===== config.mk =====
export PLATFORM = sky130hd
export DESIGN_NAME = morse_tx_ctrl
export DESIGN_NICKNAME = d
export VERILOG_FILES = /design/src/rtl/morse_pkg.sv /design/src/rtl/morse_unit_timer.sv /design/src/rtl/morse_tx_ctrl.sv
export SDC_FILE = /design/constraint.sdc
export NUM_CORES = 1
export LEC_CHECK = 0
export CELL_PAD_IN_SITES_DETAIL_PLACEMENT = 1
export CELL_PAD_IN_SITES_GLOBAL_PLACEMENT = 2
export CORE_MARGIN = 2
export CORE_UTILIZATION = 36
export CTS_CLUSTER_SIZE = 24
export DETAILED_ROUTE_END_ITERATION = 7
export GPL_TIMING_DRIVEN = 0
export PLACE_DENSITY_LB_ADDON = 0.1
export SLEW_MARGIN = 25
export SYNTH_ARGS = -nofsm -noshare
export SYNTH_HDL_FRONTEND = slang
export SYNTH_SLANG_ARGS = --single-unit

===== constraint.sdc =====
create_clock -name clk -period 2.31 [get_ports clk]
set_clock_uncertainty 0.2 [all_clocks]
set_input_delay 0.462 -clock clk [delete_from_list [all_inputs] [get_ports clk]]
set_output_delay 0.462 -clock clk [all_outputs]
set_load 0.005 [all_outputs]

===== src/rtl/morse_pkg.sv =====
// Shared constants for the Morse letter transmitter: state codes, unit counts and letter table.
// The LGAP state is only reachable when MORSE_LETTER_GAP_EN is defined.
package morse_pkg;

  localparam logic [2:0] ST_IDLE  = 3'd0;
  localparam logic [2:0] ST_LOAD  = 3'd1;
  localparam logic [2:0] ST_MARK  = 3'd2;
  localparam logic [2:0] ST_SPACE = 3'd3;
  localparam logic [2:0] ST_LGAP  = 3'd4;

  localparam logic [1:0] DOT_UNITS   = 2'd1;
  localparam logic [1:0] DASH_UNITS  = 2'd3;
  localparam logic [1:0] SPACE_UNITS = 2'd1;
  localparam logic [1:0] LGAP_UNITS  = 2'd3;

  typedef struct packed {
    logic [2:0] size;
    logic [3:0] pattern;
  } letter_t;

  // Element 0 (rightmost) is letter A; pattern bit3 is the first symbol, 1 = dash.
  localparam logic [7:0][2:0] LETTER_SIZE = {
    3'd4, 3'd3, 3'd4, 3'd1, 3'd3, 3'd4, 3'd4, 3'd2
  };
  localparam logic [7:0][3:0] LETTER_PATTERN = {
    4'b0000, 4'b1100, 4'b0010, 4'b0000, 4'b1000, 4'b1010, 4'b1000, 4'b0100
  };

  function automatic letter_t letter_lookup(input logic [2:0] code);
    letter_t e;
    e.size    = LETTER_SIZE[code];
    e.pattern = LETTER_PATTERN[code];
    return e;
  endfunction

endpackage


===== src/rtl/morse_unit_timer.sv =====
// Unit timer: after a restart, pulses expire for one cycle once units*TICK_DIV clocks have elapsed.
// Divider and unit counter are down-counters; idle (disarmed) after the expire pulse.
module morse_unit_timer #(
  parameter int TICK_DIV = 25000000,
  parameter int CNT_W    = 25
) (
  input  logic       clk,
  input  logic       reset_n,
  input  logic       restart,
  input  logic [1:0] units,
  output logic       expire
);

  localparam logic [CNT_W-1:0] DIV_LAST = CNT_W'(TICK_DIV - 1);

  logic [CNT_W-1:0] div_cnt;
  logic [1:0]       unit_cnt;
  logic             armed;

  assign expire = armed && (div_cnt == '0) && (unit_cnt == 2'd0);

  always_ff @(posedge clk or negedge reset_n) begin
    if (!reset_n) begin
      div_cnt  <= '0;
      unit_cnt <= 2'd0;
      armed    <= 1'b0;
    end else if (restart) begin
      div_cnt  <= DIV_LAST;
      unit_cnt <= units - 2'd1;
      armed    <= 1'b1;
    end else if (armed) begin
      if (div_cnt == '0) begin
        if (unit_cnt == 2'd0) begin
          armed <= 1'b0;
        end else begin
          unit_cnt <= unit_cnt - 2'd1;
          div_cnt  <= DIV_LAST;
        end
      end else begin
        div_cnt <= div_cnt - 1'b1;
      end
    end
  end

endmodule


===== src/rtl/morse_tx_ctrl.sv =====
// Morse letter sequencer: captures a letter on start and plays its dots/dashes on led.
// Define MORSE_LETTER_GAP_EN to append a 3-unit inter-letter gap before done.
//
// state    | meaning
// IDLE     | waiting for start
// LOAD     | letter captured, one-cycle setup
// MARK     | led on for a dot or dash
// SPACE    | led off between symbols
// LGAP     | led off inter-letter gap (MORSE_LETTER_GAP_EN only)
module morse_tx_ctrl
  import morse_pkg::*;
#(
  parameter int TICK_DIV = 25000000,
  parameter int CNT_W    = 25
) (
  input  logic       clk,
  input  logic       reset_n,
  input  logic       start,
  input  logic [2:0] letter,
  output logic       led,
  output logic       busy,
  output logic       done
);

  logic [2:0] state;
  logic [2:0] state_nxt;
  logic [2:0] size;
  logic [2:0] size_dec;
  logic [3:0] pattern;
  logic [1:0] units;
  logic       restart;
  logic       expire;
  letter_t    entry;

  assign entry    = letter_lookup(letter);
  assign size_dec = size - 3'd1;

  always_comb begin
    state_nxt = state;
    case (state)
      ST_IDLE:  if (start) state_nxt = ST_LOAD;
      ST_LOAD:  state_nxt = ST_MARK;
      ST_MARK: begin
        if (expire) begin
          if (size_dec != 3'd0) begin
            state_nxt = ST_SPACE;
          end else begin
`ifdef MORSE_LETTER_GAP_EN
            state_nxt = ST_LGAP;
`else
            state_nxt = ST_IDLE;
`endif
          end
        end
      end
      ST_SPACE: if (expire) state_nxt = ST_MARK;
      ST_LGAP:  if (expire) state_nxt = ST_IDLE;
      default:  state_nxt = ST_IDLE;
    endcase
  end

  // Timer reloads on the edge that enters a timed state, so every interval is whole units.
  always_comb begin
    units   = DOT_UNITS;
    restart = (state_nxt != state);
    case (state_nxt)
      ST_MARK:  units = pattern[3] ? DASH_UNITS : DOT_UNITS;
      ST_SPACE: units = SPACE_UNITS;
      ST_LGAP:  units = LGAP_UNITS;
      default:  restart = 1'b0;
    endcase
  end

  morse_unit_timer #(
    .TICK_DIV (TICK_DIV),
    .CNT_W    (CNT_W)
  ) u_timer (
    .clk     (clk),
    .reset_n (reset_n),
    .restart (restart),
    .units   (units),
    .expire  (expire)
  );

  always_ff @(posedge clk or negedge reset_n) begin
    if (!reset_n) begin
      state   <= ST_IDLE;
      size    <= 3'd0;
      pattern <= 4'd0;
      led     <= 1'b0;
      busy    <= 1'b0;
      done    <= 1'b0;
    end else begin
      state <= state_nxt;
      led   <= (state_nxt == ST_MARK);
      busy  <= (state_nxt != ST_IDLE);
      done  <= (state != ST_IDLE) && (state_nxt == ST_IDLE);
      if ((state == ST_IDLE) && start) begin
        size    <= entry.size;
        pattern <= entry.pattern;
      end else if ((state == ST_MARK) && expire) begin
        size    <= size_dec;
        pattern <= {pattern[2:0], 1'b0};
      end
    end
  end

endmodule


==> results of run 1 <==
[placed cells by master (no fill, tap or decap), types with 3 or more instances in the layout]
cell and n:
nor4_1 3, clkbuf_8 5, o21ai_0 3, dfrtp_1 32, inv_2 4, xor2_1 12, buf_6 6, a21o_1 4
nor2b_1 3, ha_1 6, a21oi_1 10, inv_1 3, o21ai_1 3, clkdlybuf4s50_1 6, nor4_4 5, nand4b_1 3
a211oi_1 3, nand3_1 9, nor2_1 23, buf_2 4, buf_4 25, nor3_4 6, nand3b_1 5, dfrtp_2 8
mux2i_1 5, xnor2_1 11, and4_1 3, nand2_1 20, nor3_2 6, nor3_1 4
[per-layer routing]
| layer | up-vias | GRT usage, % |
|---|---|---|
| met4 | 0 | 3.608 |
| met5 | - | 0 |
| li1 | 937 | - |
| met2 | 17 | 27.34 |
| met3 | 7 | 3.307 |
| met1 | 930 | 25.40 |
[critical path: cells and delay by family (launching register included)]
| kind | cells | cell delay, ns |
|---|---|---|
| xor gates and xnor gates | 1 | 0.18 |
| muxes | 1 | 0.10 |
| and+or+nand+nor | 4 | 0.84 |
| buffers and inverters | 2 | 0.35 |
| DFF | 1 | 0.44 |
[kinds of logic (layout without fill, tap and decap cells)]
family | count (synthesis) | count (layout) | synth area share, %
muxes | 7 | 7 | 3.038
buffers and inverters | 17 | 62 | 3.405
DFF | 40 | 40 | 41.91
xor gates and xnor gates | 24 | 24 | 8.800
and+or+nand+nor | 111 | 111 | 29.55
AOI/OAI and AO/OA | 33 | 33 | 9.115
adders and majority gates | 8 | 8 | 4.191
[worst paths after layout]
| check | start | end | slack [ns] | depth (start not counted) |
|---|---|---|---|---|
| worst max-delay path | u_timer.div_cnt[10] | size[2] | 0.08 | 8 |
| max in group asynchronous | reset_n | u_timer.div_cnt[3] | 0.95 | 3 |
| worst min register to register | pattern[1] | pattern[1] | 0.33 | 2 |
| worst max register to register | u_timer.div_cnt[10] | size[2] | 0.08 | 8 |
| worst min-delay path | pattern[1] | pattern[1] | 0.33 | 2 |
| min in group asynchronous | reset_n | u_timer.div_cnt[15] | 0.46 | 2 |
[power by group through the flow]
stage / logic [uW] / clock network [uW] / registers (uW)
global route: 50.7 / 636 / 700
global placement: 39.4 / 0 / 714
finish: 44.7 / 578 / 699
CTS: 46.2 / 603 / 699
detailed placement: 45.1 / 0 / 713
floorplan: 12.9 / 0 / 714
[state kept, by name (all words and copies together), names as in the netlist]
register and flops:
u_timer.div_cnt 25, size 3, pattern 3, done 1, led 1, busy 1, state 3, u_timer.armed 1
u_timer.unit_cnt 2
[final cells by class]
type	count	area share [%]
plain buffers	10	2.439
well taps	77	3.079
clock inverters	3	1.359
repair buffers	37	10.48
clock buffers	5	2.199
flip-flops and latches	40	32.31
multi-input cells	183	47.30
inverters	7	0.8397
[metrics by stage]
step | hold slack [ns] | instances | instance area, um2 | worst slack [ns]
after floorplan | -0.03359 | 240 | 2389 | 0.05850
after global placement | 0.3157 | 324 | 2555 | -0.5390
after detailed placement | 0.2616 | 325 | 2577 | -0.6404
after CTS | 0.3338 | 344 | 2880 | 0.0009535
after global routing | 0.3695 | 362 | 3129 | -0.03810
final | 0.3290 | 362 | 3129 | 0.07992
[what timing repair did]
action / 4_1_cts / 5_1_grt
endpoints found under the hold margin: 18 / 0
hold buffers: 1 / 0
pin swaps: 9 / 20
setup endpoints to repair: 37 / 33
resized for setup: 21 / 34
gates cloned: 1 / 0
buffers inserted: 9 / 18
==> flow_summary.toml, run 1 <==
[worst_setup_path]
worstSetupPathType = "reg -> reg"
cp_slowest_cell = "dfrtp_2"
crit_required_ns = 2.27
worstPathCellList = "nor4_4 > nand2_2 > buf_6 > nor4_4 > buf_4 > nand3_1 > xor2_1 > mux2i_1"
critical_path.max_fanout = 6
worstPathArrival_ns = 2.19
crit_path_frequent_cell = "nor4_4"
critPathMaxStageDelay_ns = 0.44
cp-start-kind = "flip-flop"
cp-end-kind = "flip-flop"

[logic_synthesis]
syn_inst = 240
synth.area.top_cells = "dfrtp_1 42%, xnor2_1 4.4%, xor2_1 4.4%, ha_1 4.2%, nor2_1 3.8%"
syn_area_mm2 = 0.002389
yosysWarnings = 0
yosysSeqAreaShare_pct = 41.91
synth_edf_count = 0
synth_nets = 254
syn_avg_cell_area_um2 = 9.952
synthArstFlopShare_pct = 100.0
synth.distinct_cells = 51
synthTopCellsByCount = "40 x dfrtp_1, 24 x nor2_1, 22 x nand2_1"
synth_top_area_share_pct = 41.91
synth.most_common_cell = "dfrtp_1"
yosysTopAreaCell = "dfrtp_1"
ys_ff_latch = 40
ys.flop_type = "dfrtp_1"

[global_routing]
grt_pass1_vias = 1950
grt_max_degree = 23
grt.total_usage_pct = 17.52
overflow = 0
grt_antenna_before_repair = 0
grt_pass1_wl_um = 10090

[clock_tree]
cts_tree = "built"
clock-root-buffer = "clkbuf_8"
h-tree-depth = 2
clockBufferDepth = 2
cts_sinks = 40
numCtsBuffers = 5
clkSlewWorstSetupHoldPaths_ns = 0.09
worstSkewPairLatency_ns = 0.29

[power_and_ir_drop]
clkPwrFrac_pct = 43.7
p_leak_uw = 0.001205
ir_drop_uv = 344.7
p_per_area_mw_per_mm2 = 422.6
p_int_uw = 1037
p_comb_share_pct = 3.4
total_power_uw = 1323
p_switching_uw = 285.6
pwr-share-seq_pct = 52.9
switching_share_pct = 21.60

[finish]
multiInputGateArea_mm2 = 0.001480
fill_cells = 712
regArea_mm2 = 0.001011
drive_gt1_share_pct = 33.68
diodes = 0
postLayoutCoreUtil_pct = 49.00
area_growth_pct = 31.01
final_nets = 298

[route]
drc_errors = 0
dr.pass1.iters = 4
wl_met1_um = 3137
route.met2.wl_um = 2683
wl_met3_um = 93
routed_wl_um = 5984
drt-wirelength-per-cell_um = 16.53
viasPerCell = 5.224
detail-route-antenna-nets = 0
highest_layer = "met4"
num_vias = 1891
drt_iter0_drc = 48

[floorplan]
die_area_mm2 = 0.007303
core_area_mm2 = 0.006386
io_pins = 9
die_height_um = 85.46
num_rows = 29
die_w_um = 85.46
start_util_pct = 37.40

[sta]
report.final.slew_viol_count = 0
fmax_ghz = 0.4484
rsz0062_at_grt = "true"
fin_setup_tns_ns = 0
setup_viol_count_final = 0
maxSlewHeadroom_pct = 56.76
worst_slew_pin_slew_ns = 0.6486
post-route-min-period_ns = 2.230
finalCritPeriodShare_pct = 96.54
final-hold-violation-count = 0

[placed_design]
hpwl_um = 4016
gp_congestion = 0.7422
io_buffers = 7

[min_path]
hold_class = "reg -> reg"

[outcome]
outcome = "finished, final reports clean"

[job]
cap_violations = 0
(Power assumes the default switching activity.)
==> run 2, diff against run 1 <==
- GPL_TIMING_DRIVEN: 0 -> default
- SKIP_LAST_GASP: default -> 1
==> run 2 against run 1 <==
Compared with the run above:
- worst setup slack improved by 0.032 ns
- cell count down 1.1%
- first-iteration DRC count is 15% higher
- fmax grew 1.4%
- sequential power about the same
- critical path depth did not move
- combinational power down 11%
- final area fell by 6.0%
- register-to-register slack gained 0.03 ns
- non-clock buffer count down 4
- power fell by 7.4%
- clock power is 16% lower
==> flow_summary.toml, run 2 (synthesized netlist as in run 1, its figures left out) <==
[clock_tree]
clkSlewWorstSetupHoldPaths_ns = 0.08
h-tree-depth = 2
cts_hold_buf = 0
clock-root-buffer = "clkbuf_8"
cts_tree = "built"
clockBufferDepth = 2
worstSkewPairLatency_ns = 0.29
numCtsBuffers = 5
cts_sinks = 40

[floorplan]
die_area_mm2 = 0.007303
die_w_um = 85.46
die_height_um = 85.46
num_rows = 29
io_pins = 9
start_util_pct = 37.40
core_area_mm2 = 0.006386

[global_routing]
grt_pass1_wl_um = 9480
grt_pass1_vias = 1904
grt_max_degree = 41
overflow = 0
grt.total_usage_pct = 16.42
grt_antenna_before_repair = 0

[route]
routed_wl_um = 5620
drt-wirelength-per-cell_um = 15.70
detail-route-antenna-nets = 0
dr.pass1.iters = 4
viasPerCell = 5.285
drc_errors = 0
drt_iter0_drc = 55
num_vias = 1892

[worst_setup_path]
worstSetupPathType = "reg -> reg"
critical_path.max_fanout = 4
cp-end-kind = "flip-flop"
crit_required_ns = 2.34
cp-start-kind = "flip-flop"
worstPathArrival_ns = 2.23

[sta]
post-route-min-period_ns = 2.198
fmax_ghz = 0.4549
report.final.slew_viol_count = 0
maxSlewHeadroom_pct = 64.82
setup_slack_ns = 0.1118
hold-worst-slack_ns = 0.02715
rsz0062_at_grt = "true"
final-hold-violation-count = 0
setup_viol_count_final = 0
finalCritPeriodShare_pct = 95.16
worst_slew_pin_slew_ns = 0.5277

[placed_design]
io_buffers = 8
hpwl_um = 4068
gp_congestion = 0.7834
dp_slack_ns = 0.03086

[job]
cap_violations = 0

[finish]
largest_register_ffs = 25
diodes = 0
final_nets = 294
drive_gt1_share_pct = 25.62
area_growth_pct = 23.10
top_register = "u_timer.div_cnt"
most-common-layout-cells = "38 x dfrtp_1, 35 x buf_4, 24 x nor2_1"
layout.cells.most_common = "dfrtp_1"

[power_and_ir_drop]
ir_drop_uv = 221.4
p_per_area_mw_per_mm2 = 416.7
p_leak_uw = 0.001203

[min_path]
hold_class = "in -> async"

[outcome]
outcome = "finished, final reports clean"
-- run 2: changes by cell type in the layout (fill, tap and decap cells not counted), sizes merged --
cell | before | now
buf | 38 | 36
bufinv | 1 | 0
clkbuf | 7 | 8
clkdlybuf4s50 | 6 | 7
clkinv | 1 | 0
clkinvlp | 1 | 0
dlygate4sd3 | 1 | 0
-- run 2: area by class of cell --
class	instances	area [um2]
fillers	726	3446
repair buffers	43	337.8
multi-input cells	183	1386
clock buffers	8	90.09
well taps	77	96.34
flip-flops and latches	40	1003
inverters	7	26.28
-- run 2: layer usage --
layer	wire, um	global-route usage, %
met5	0	0
met2	2490	25.21
met1	2938	24.06
met3	135	2.918
met4	56	3.896
-- run 2: what timing repair did --
action,CTS,global route
endpoints found under the setup margin,1,15
setup buffers,0,3
gates resized for setup,2,14
endpoints found under the hold margin,0,0
pin swaps,2,4
-- run 2: final timing paths --
check	from	endpoint	slack, ns	depth (start not counted)
min in group clk	u_timer.div_cnt[24]	u_timer.div_cnt[24]	0.34	2
hold reg to reg	u_timer.div_cnt[24]	u_timer.div_cnt[24]	0.34	2
setup / recovery	u_timer.div_cnt[8]	state[0]	0.11	8
setup reg to reg	u_timer.div_cnt[8]	state[0]	0.11	8
max in group asynchronous	reset_n	u_timer.div_cnt[8]	1.49	2
hold / removal	reset_n	done	0.03	2
-- run 2: worst max-delay path: stages (launching register included) --
cell and delay, ns:
dfrtp_2 0.44, nor4_4 0.26, buf_4 0.17, nand2_4 0.07, nor4_4 0.37, buf_4 0.18
a31oi_1 0.08, mux2_2 0.28, nor2_1 0.09
-- run 2: where the power goes --
part | total [uW] | switching, uW | internal, uW
Sequential | 699 | 0 | 699
Combinational | 39.6 | 25.5 | 14.1
Clock | 486 | 242 | 244
-- run 2: metrics by stage --
stage	std cells	setup TNS, ns	total power (uW)	utilization, %	instance area [um2]
finish	358	0	1225	46.04	2940
global route	358	-0.01551	1280	46.04	2940
floorplan	240	0	726.5	-	2389
CTS	355	0	1256	44.53	2844
global placement	347	0	754.3	42.99	2745
detailed placement	347	0	755.0	42.99	2745
